## config.mk

```make
export PLATFORM = sky130hd
export DESIGN_NAME = site_registry
export DESIGN_NICKNAME = d
export VERILOG_FILES = /design/src/rtl/site_registry_pkg.sv /design/src/rtl/site_registry_site_overlap.sv /design/src/rtl/site_registry.sv
export SDC_FILE = /design/constraint.sdc
export NUM_CORES = 1
export LEC_CHECK = 0
export BUFFER_PORTS_ARGS = -buffer_cell sky130_fd_sc_hd__clkbuf_2
export CAP_MARGIN = 15
export CORE_ASPECT_RATIO = 1.25
export CORE_MARGIN = 2
export CORE_UTILIZATION = 56
export DETAILED_ROUTE_END_ITERATION = 10
export PLACE_DENSITY = 0.83
export SLEW_MARGIN = 10
export SYNTH_ARGS = -nofsm -noshare
export SYNTH_HDL_FRONTEND = slang
export SYNTH_SLANG_ARGS = --single-unit
```

## constraint.sdc

```tcl
create_clock -name setup_clk -period 5.4 [get_ports setup_clk]
set_input_delay 0.27 -clock setup_clk [delete_from_list [all_inputs] [get_ports setup_clk]]
set_output_delay 0.27 -clock setup_clk [all_outputs]
set_load 0.1 [all_outputs]
```

## src/rtl/site_registry_pkg.sv

```systemverilog
// Shared geometry and sizing parameters for the nest / sugar-patch site registry.
package site_registry_pkg;
  localparam int PIXELS_X          = 256;
  localparam int PIXELS_Y          = 128;
  localparam int X_bits            = 8;
  localparam int Y_bits            = 7;
  localparam int NEST_num          = 4;
  localparam int SUGARPATCH_num    = 8;
  localparam int NEST_RADIUS       = 4;
  localparam int SUGARPATCH_RADIUS = 3;
  localparam int SITE_GAP          = 2;

  // Slot-index width; at least one bit so a single-slot table still has a port.
  function automatic int id_bits(input int n);
    return (n > 1) ? $clog2(n) : 1;
  endfunction

  localparam int NEST_num_bits       = id_bits(NEST_num);
  localparam int SUGARPATCH_num_bits = id_bits(SUGARPATCH_num);
endpackage

```

## src/rtl/site_registry_site_overlap.sv

```systemverilog
// Single-site box test: both absolute centre distances within the combined half-extent.
module site_overlap #(
  parameter int XW = 8,
  parameter int YW = 7
) (
  input  logic          valid_i,
  input  logic [XW-1:0] qx_i,
  input  logic [YW-1:0] qy_i,
  input  logic [XW-1:0] sx_i,
  input  logic [YW-1:0] sy_i,
  input  logic [XW:0]   thr_x_i,
  input  logic [YW:0]   thr_y_i,
  output logic          hit_o
);
  logic [XW:0] dx;
  logic [YW:0] dy;

  // One extra bit keeps edge-to-edge distances from wrapping into false hits.
  always_comb begin
    dx = (qx_i >= sx_i) ? ({1'b0, qx_i} - {1'b0, sx_i}) : ({1'b0, sx_i} - {1'b0, qx_i});
    dy = (qy_i >= sy_i) ? ({1'b0, qy_i} - {1'b0, sy_i}) : ({1'b0, sy_i} - {1'b0, qy_i});
    hit_o = valid_i && (dx <= thr_x_i) && (dy <= thr_y_i);
  end
endmodule

```

## src/rtl/site_registry.sv

```systemverilog
// Nest / sugar-patch site table with same-cycle placement collision query.
module site_registry
  import site_registry_pkg::*;
#(
  parameter int N_NEST  = NEST_num,
  parameter int N_PATCH = SUGARPATCH_num,
  parameter int NB      = id_bits(N_NEST),
  parameter int PB      = id_bits(N_PATCH)
) (
  input  logic                           setup_clk,
  input  logic                           RESET_SIM,
  input  logic                           nest_wr,
  input  logic [NB-1:0]                  nest_id,
  input  logic [X_bits-1:0]              nest_x,
  input  logic [Y_bits-1:0]              nest_y,
  input  logic                           patch_wr,
  input  logic                           patch_clear,
  input  logic [PB-1:0]                  patch_id,
  input  logic [X_bits-1:0]              patch_x,
  input  logic [Y_bits-1:0]              patch_y,
  input  logic                           query_is_patch,
  input  logic [X_bits-1:0]              collide_x,
  input  logic [Y_bits-1:0]              collide_y,
  output logic                           collision,
  output logic [N_NEST-1:0][X_bits-1:0]  nests_X,
  output logic [N_NEST-1:0][Y_bits-1:0]  nests_Y,
  output logic [N_PATCH-1:0][X_bits-1:0] patches_X,
  output logic [N_PATCH-1:0][Y_bits-1:0] patches_Y,
  output logic [N_NEST-1:0]              nest_valid,
  output logic [N_PATCH-1:0]             patch_valid,
  output logic                           nests_full,
  output logic                           patches_full
);
  logic [N_NEST-1:0][X_bits-1:0]  nx_q, nx_d;
  logic [N_NEST-1:0][Y_bits-1:0]  ny_q, ny_d;
  logic [N_PATCH-1:0][X_bits-1:0] px_q, px_d;
  logic [N_PATCH-1:0][Y_bits-1:0] py_q, py_d;
  logic [N_NEST-1:0]              nv_q, nv_d;
  logic [N_PATCH-1:0]             pv_q, pv_d;

  // Slot matching by equality means ids beyond the table simply select nothing.
  always_comb begin
    nx_d = nx_q; ny_d = ny_q; nv_d = nv_q;
    px_d = px_q; py_d = py_q; pv_d = pv_q;
    for (int i = 0; i < N_NEST; i++) begin
      if (nest_wr && nest_id == NB'(i)) begin
        nx_d[i] = nest_x;
        ny_d[i] = nest_y;
        nv_d[i] = 1'b1;
      end
    end
    for (int i = 0; i < N_PATCH; i++) begin
      if (patch_wr && patch_id == PB'(i)) begin
        px_d[i] = patch_x;
        py_d[i] = patch_y;
        pv_d[i] = 1'b1;
      end else if (patch_clear && patch_id == PB'(i)) begin
        pv_d[i] = 1'b0;
      end
    end
  end

  always_ff @(posedge setup_clk or posedge RESET_SIM) begin
    if (RESET_SIM) begin
      nx_q <= '0; ny_q <= '0; nv_q <= '0;
      px_q <= '0; py_q <= '0; pv_q <= '0;
    end else begin
      nx_q <= nx_d; ny_q <= ny_d; nv_q <= nv_d;
      px_q <= px_d; py_q <= py_d; pv_q <= pv_d;
    end
  end

  localparam int T_NN = 2 * NEST_RADIUS + SITE_GAP;
  localparam int T_NP = NEST_RADIUS + SUGARPATCH_RADIUS + SITE_GAP;
  localparam int T_PP = 2 * SUGARPATCH_RADIUS + SITE_GAP;

  logic [X_bits:0] thr_nx, thr_px;
  logic [Y_bits:0] thr_ny, thr_py;

  always_comb begin
    thr_nx = query_is_patch ? (X_bits+1)'(T_NP) : (X_bits+1)'(T_NN);
    thr_ny = query_is_patch ? (Y_bits+1)'(T_NP) : (Y_bits+1)'(T_NN);
    thr_px = query_is_patch ? (X_bits+1)'(T_PP) : (X_bits+1)'(T_NP);
    thr_py = query_is_patch ? (Y_bits+1)'(T_PP) : (Y_bits+1)'(T_NP);
  end

  logic [N_NEST-1:0]  nest_hit;
  logic [N_PATCH-1:0] patch_hit;

  for (genvar i = 0; i < N_NEST; i++) begin : g_nest
    site_overlap #(.XW(X_bits), .YW(Y_bits)) u_ovl (
      .valid_i(nv_q[i]), .qx_i(collide_x), .qy_i(collide_y),
      .sx_i(nx_q[i]), .sy_i(ny_q[i]),
      .thr_x_i(thr_nx), .thr_y_i(thr_ny), .hit_o(nest_hit[i])
    );
  end

  for (genvar i = 0; i < N_PATCH; i++) begin : g_patch
    site_overlap #(.XW(X_bits), .YW(Y_bits)) u_ovl (
      .valid_i(pv_q[i]), .qx_i(collide_x), .qy_i(collide_y),
      .sx_i(px_q[i]), .sy_i(py_q[i]),
      .thr_x_i(thr_px), .thr_y_i(thr_py), .hit_o(patch_hit[i])
    );
  end

  assign collision    = |nest_hit || |patch_hit;
  assign nests_X      = nx_q;
  assign nests_Y      = ny_q;
  assign patches_X    = px_q;
  assign patches_Y    = py_q;
  assign nest_valid   = nv_q;
  assign patch_valid  = pv_q;
  assign nests_full   = &nv_q;
  assign patches_full = &pv_q;
endmodule

```

Yosys cells after proc, flatten, opt, wreduce, memory -nomap -nowiden
Cells that the tools add are included.
Widths: inputs -> output; s select.
Operators by class
  add/subtract/negate cells: 48
  reduce and logical (&&, ||, !) cells: 59
  equality and inequality tests: 10
  multiplexer cells: 44
  $lt $le $gt $ge: 48
Operator list (number)
  $sub 8x8->9: 24
  $sub 7x7->8: 24
  $le 9x4->1: 12
  $mux 9: 12
  $ge 8x8->1: 12
  $le 8x4->1: 12
  $mux 8: 12
  $ge 7x7->1: 12
  $logic_and 1x1->1: 44
  $mux 1: 18
  $reduce_bool 2->1: 8
  $eq 3x3->1 const B: 4
  $reduce_and 8->1: 1
  $reduce_or 8->1: 1
  $eq 3x2->1 const B: 2
  $eq 2x2->1 const B: 2
  $mux 2: 2
  $reduce_and 4->1: 1
  $reduce_or 4->1: 1
  $eq 3x1->1 const B: 1
  $logic_not 3->1: 1
  $eq 2x1->1 const B: 1
  $logic_not 2->1: 1
  $logic_or 1x1->1: 1
Word-level totals
  input port bits: 56
  output and inout bits: 195
  bits in registers: 192
  logic and storage cells: 245

Logic depth before layout (Yosys ltp)
  depth after elaboration: 7
  depth in mapped cells: 20
  depth with buffers taken out: 19

Hierarchy
From an unflattened synthesis, not the netlist that was laid out.
Second synthesis, totals
  cells, all modules: 3158
  area, all modules: 27821.7 µm²
By module, submodules not included
  site_overlap (g_nest[3].u_ovl ...): cells each 230, sequential area each 0.0 µm², times used 5, area an instance 1704.1 µm²
  site_registry: cells each 441, sequential area each 4804.6 µm², times used 1, area an instance 7435.9 µm²
  site_overlap (g_nest[2].u_ovl ...): cells each 222, sequential area each 0.0 µm², times used 4, area an instance 1675.4 µm²
  site_overlap (g_nest[0].u_ovl ...): cells each 224, sequential area each 0.0 µm², times used 2, area an instance 1696.6 µm²
  site_overlap (g_patch[7].u_ovl): cells each 231, sequential area each 0.0 µm², times used 1, area an instance 1770.4 µm²

Worst setup path before layout
Ideal clock, no wire load.
  path type: reg2out
  from: reg ny_q (netlist bit nests_Y[21])
  to: out collision
  slack: 0.253 ns
  buffers on the path: 1
  arrival: 4.877 ns
  required time: 5.130 ns
  cell stages (with the launch flop): 20
  cells stage by stage: dfrtp_1 > ha_1 > inv_1 > fa_1 > a21o_1 > a2111o_1 > a21o_1 > buf_2 > nand2_1 > nand2_1 > ha_1 > a21oi_1 > a21oi_1 > a211oi_1 > nor3_1 > a211oi_1 > nand4_1 > or4_1 > nand4_1 > or4_1
Between the ends
  cells in the longest elaborated chain, start to end: 6
  elaborated cells on any way between the ends: 8
  those cells by class: 2 x add/sub; 2 x order compare; 1 x mux; 3 x reduce/logical
RTL lines
  start, declared: line site_registry.sv:35  | logic [N_NEST-1:0][Y_bits-1:0] ny_q, ny_d;
  start signal, assigned: line site_registry.sv:68  | nx_q <= nx_d; ny_q <= ny_d; nv_q <= nv_d;
  $sub 7x7->8 / $ge 7x7->1 (equally long branches): line site_registry_site_overlap.sv:21  | dy = (qy_i >= sy_i) ? ({1'b0, qy_i} - {1'b0, sy_i}) : ({1'b0, sy_i} - {1'b0, qy_i});
  $mux 8 *: line site_registry_site_overlap.sv:21
  $le 8x4->1 *: line site_registry_site_overlap.sv:22  | hit_o = valid_i && (dx <= thr_x_i) && (dy <= thr_y_i);
  $logic_and 1x1->1 *: line site_registry_site_overlap.sv:22
  $reduce_or 4->1 *: line site_registry.sv:106  | assign collision = |nest_hit || |patch_hit;
  $logic_or 1x1->1 *: line site_registry.sv:106
  end, declared: line site_registry.sv:24  | output logic collision,
Mark *: on every way between the ends. The rest lies on a longest branch, timed or not.

Worst setup path after layout
  from: reg nx_q (netlist bit nests_X[14])
  to: out collision
Between the ends
  cells in the longest elaborated chain, start to end: 7
  elaborated cells on any way between the ends: 9
  those cells by class: 2 x add/sub; 2 x order compare; 1 x mux; 4 x reduce/logical
RTL lines
  start, declared: line site_registry.sv:34  | logic [N_NEST-1:0][X_bits-1:0] nx_q, nx_d;
  start signal, assigned: line site_registry.sv:68
  $sub 8x8->9 / $ge 8x8->1 (equally long branches): line site_registry_site_overlap.sv:20  | dx = (qx_i >= sx_i) ? ({1'b0, qx_i} - {1'b0, sx_i}) : ({1'b0, sx_i} - {1'b0, qx_i});
  $mux 9 *: line site_registry_site_overlap.sv:20
  $le 9x4->1 *: line site_registry_site_overlap.sv:22
  $logic_and 1x1->1 * (2 in series): line site_registry_site_overlap.sv:22
  $reduce_or 4->1 *: line site_registry.sv:106
  $logic_or 1x1->1 *: line site_registry.sv:106
Marked as above.

==> impl_results.md <==
* Crit path cell chain: ha_1 > nand2_1 > nor4_1 > a211oi_2 > and2_1 > mux2_2 > ha_1 > a21oi_1 > a21oi_1 > nor2_1 > mux2_2 > o2111ai_1 > and3_1 > nand4_1 > or4_1 > buf_12
* Row Count at 86
* Placed insts at 3736
* WP data arrival at 4.92 ns
* Max Freq at 193 MHz
* Area grow syn2layout at 10.1%
* Gr ovfl total at 0
* CTS Sinks at 192
* 1st-pass router iterations at 6
* Largest net degree at the start of global routing at 105
* Crit path capture type: output pin
* Worst Skew at 0 ns
* Synth Area in XOR/XNOR at 0.0265
* Ant diodes at 0
* Final Non-Filler Cells at ~3.8k
* Slew Limit Fails at 0
* Initial antenna violation count at 2
* Core area at 0.0439 mm^2
* R2r setup slk at 4.42 ns
* Worst r2r src: nests_X[22]
* Fraction of final layout cells sized beyond drive strength 1 at 0.159
* Post-synthesis mux area share at 0.0860
* Min-delay src: nest_y[4]
* Num CTS Buffers at 17
* RSZ-0062 raised after global routing: no
* Critical Path Slowest Stage Cell: nor4_1
* Final Hold Viols at 0
* GR Util met2 at 0.572
* Pleak at about 13 nW
* Share of the synthesized area in the top cell type at 0.198
* Worst rel slew slack at 0.237
* Synth warnings at 0
* Peak VDD IR at 0.353 mV
* Total GRT Usage at 0.351
* Top post-synthesis cells by area: ha_1 (20%), dfrtp_1 (19%), mux2_2 (5.8%)
* Die Ht at between 200 and 250 um
* Netlist cell types at 95
* GP Congestion at slightly above 1
* Met3 usage at 0.0554
* Ys async rst share at 1.00
* Vias in the first global route at 22.6k
* IO Pins at roughly 250
* Clock-pin slew on the worst setup and hold paths at 0.08 ns
* Drt total wl at 81100 um
* GR Layer Usage met1 at 0.431
* TritonCTS clock tree: built
* Post-Synthesis Cell Area at 0.0248 mm^2
* DP Area at 0.0267 mm^2
* Number of nets in the layout at 3680
* R2R depth at 1
* CP Max Fanout at 11
* Total number of vias at between 20k and 25k
* Post-synthesis simple-gate area fraction at 0.137
* Adder-cell share of the synthesized area at 0.236
* Hpwl dp at 62500 um
* Worst Hold Path EP: nests_Y[4]
* Port buffer count at between 200 and 300
* Design area at 0.0274 mm^2
* Period utilization at 0.961
* Top delay family on crit path: simple AND/OR/NAND/NOR gates
* Final antenna-violating net count at 0
* Longest Clk Path Bufs at 2
* GRT busiest layer: met2
* Syn_area_per_cell at 8.30 um^2
* Largest area contributor in the netlist: ha_1
* Post-synth EDFFs at 0
* Clock root buffer: clkbuf_16
* Register area share after synthesis at 0.193
* Total Neg Setup Slack at 0 ns
* Worst Path Buf+Inv at 1
* WHS Path Cells at 3
* Hold/Removal Path Class: primary input to flip-flop
* Avg WL per Cell at about 22 um
* Crit path largest cell delay at 0.59 ns
* Final Core Density at 0.623
* Most frequent cells in the layout: ha_1 (392), inv_1 (332), clkbuf_2 (249)
* Die W at between 150 and 200 um
* Starting density of the core at 0.566
* DRC at 0
* Period minus WS final at 5.19 ns
* Commonest non-fill, non-tap cell in the layout: ha_1
* Slew @ Worst Pin at approximately 1.1 ns
* Via density at 6.33
* First-pass GRT wire length at 124000 um
* Final setup vio count at 0
* Htree depth at 4
* Kind of critical path: flip-flop to output pin
* Syn_nets at 3488
* Yosys reg bits at 192
* Synth Area in Compound Gates at 0.248
* Clock latency at the later pin of the worst-skew pair at 0.49 ns
* DRT iter0 DRCs at 2080
* Required time worst endpoint at 5.13 ns
* Critical path launch point type: flip-flop
* Post-Syn Instances at roughly 3k
* Reg2reg end: nests_X[22]
* PD cells at 423 mW/mm^2
* Largest family of logic cells by synthesized area: compound AO/OA/AOI/OAI gates
* Total Die Area at 0.0461 mm^2
* Maxcap violations at 0
* Status: finished clean
* Post-synth top flop: dfrtp_1
## layer usage
metal  vias up  wire, um  share of wire
li1      11100         -              -
met1     11400     31800           0.39
met2      1059     37100           0.46
met3       293      6580          0.081
met4         4      5620          0.069
met5         -        23        0.00028
## kinds of logic after synthesis
| logic type | after synthesis |
|---|---|
| mux | 196 |
| xor+xnor | 75 |
| fa+ha+maj | 440 |
| simple gates | 684 |
| compound gates | 940 |
| flops | 192 |
| buf+inv | 465 |
## through the flow
step / hold slack, ns / worst slack, ns / total power, mW
final: 0.0613 / 0.211 / 11.6
after global routing: 0.0675 / 0.0122 / 12.3
after CTS: 0.0470 / 0.0325 / 11.5
after detailed placement: 0.294 / 0.502 / 10.0
after global placement: 0.282 / 0.617 / 9.97
after floorplan: 0.387 / 0.253 / 8.30
## final cells by class
cell class,instances,area (um^2)
clock buffers,17,425
clock inverters,15,211
fillers,3887,16500
inverters,333,1250
multi-input cells,2335,18200
flip-flops and latches,192,4800
well taps,572,716
repair buffers,305,1690
## worst max path at each step
stage	from	to	slack (ns)	depth (start not counted)
6_report	nests_X[14]	collision	0.21	16
3_5_place_dp	collide_y[0]	collision	0.50	21
4_1_cts	nests_Y[21]	collision	0.03	19
3_3_place_gp	collide_x[2]	collision	0.62	18
5_1_grt	nests_Y[21]	collision	0.01	19
2_1_floorplan	nests_Y[21]	collision	0.25	19
## tightest hold or removal path, delay by kind of cell
kind	cells	cell delay (ns)
compound gates	1	0.06
buf+inv	1	0.13
simple gates	1	0.05
## cell usage after synthesis (18+ instances only)
library cell	n
a21oi_1	231
nand4_1	33
nor2_1	129
nand2b_1	34
o21ai_0	228
o21a_1	26
o22ai_1	18
xor2_1	27
mux2i_1	60
o211ai_1	18
and2_1	22
a21o_1	97
mux2_2	127
a31oi_1	48
dfrtp_1	192
nor2b_1	35
nand3b_1	20
o21bai_1	20
a211oi_1	27
nand3_1	49
inv_1	333
nor3_1	40
o31ai_1	18
ha_1	392
clkbuf_1	102
fa_1	48
xnor2_1	48
nand2_1	229
## state kept, by name, indices dropped and copies added, names as in the netlist
name / cells
patches_X: 64
patch_valid: 8
nests_Y: 28
nests_X: 32
patches_Y: 56
nest_valid: 4
## where the power goes
group	internal [mW]	total, mW	leakage [nW]	switching (mW)
registers	1.72	2.18	2.30	0.460
clock network	0.716	1.42	0.312	0.702
logic	2.48	7.97	10.7	5.49
total	4.92	11.6	13.3	6.66
## repair_timing
item | in CTS | in global routing
setup endpoints to repair | 0 | 1
buffers inserted | 0 | 0
hold buffers | 1 | 0
resized for setup | 0 | 5
hold endpoints to repair | 16 | 0
Note: power is estimated with default switching activity, not from simulation.
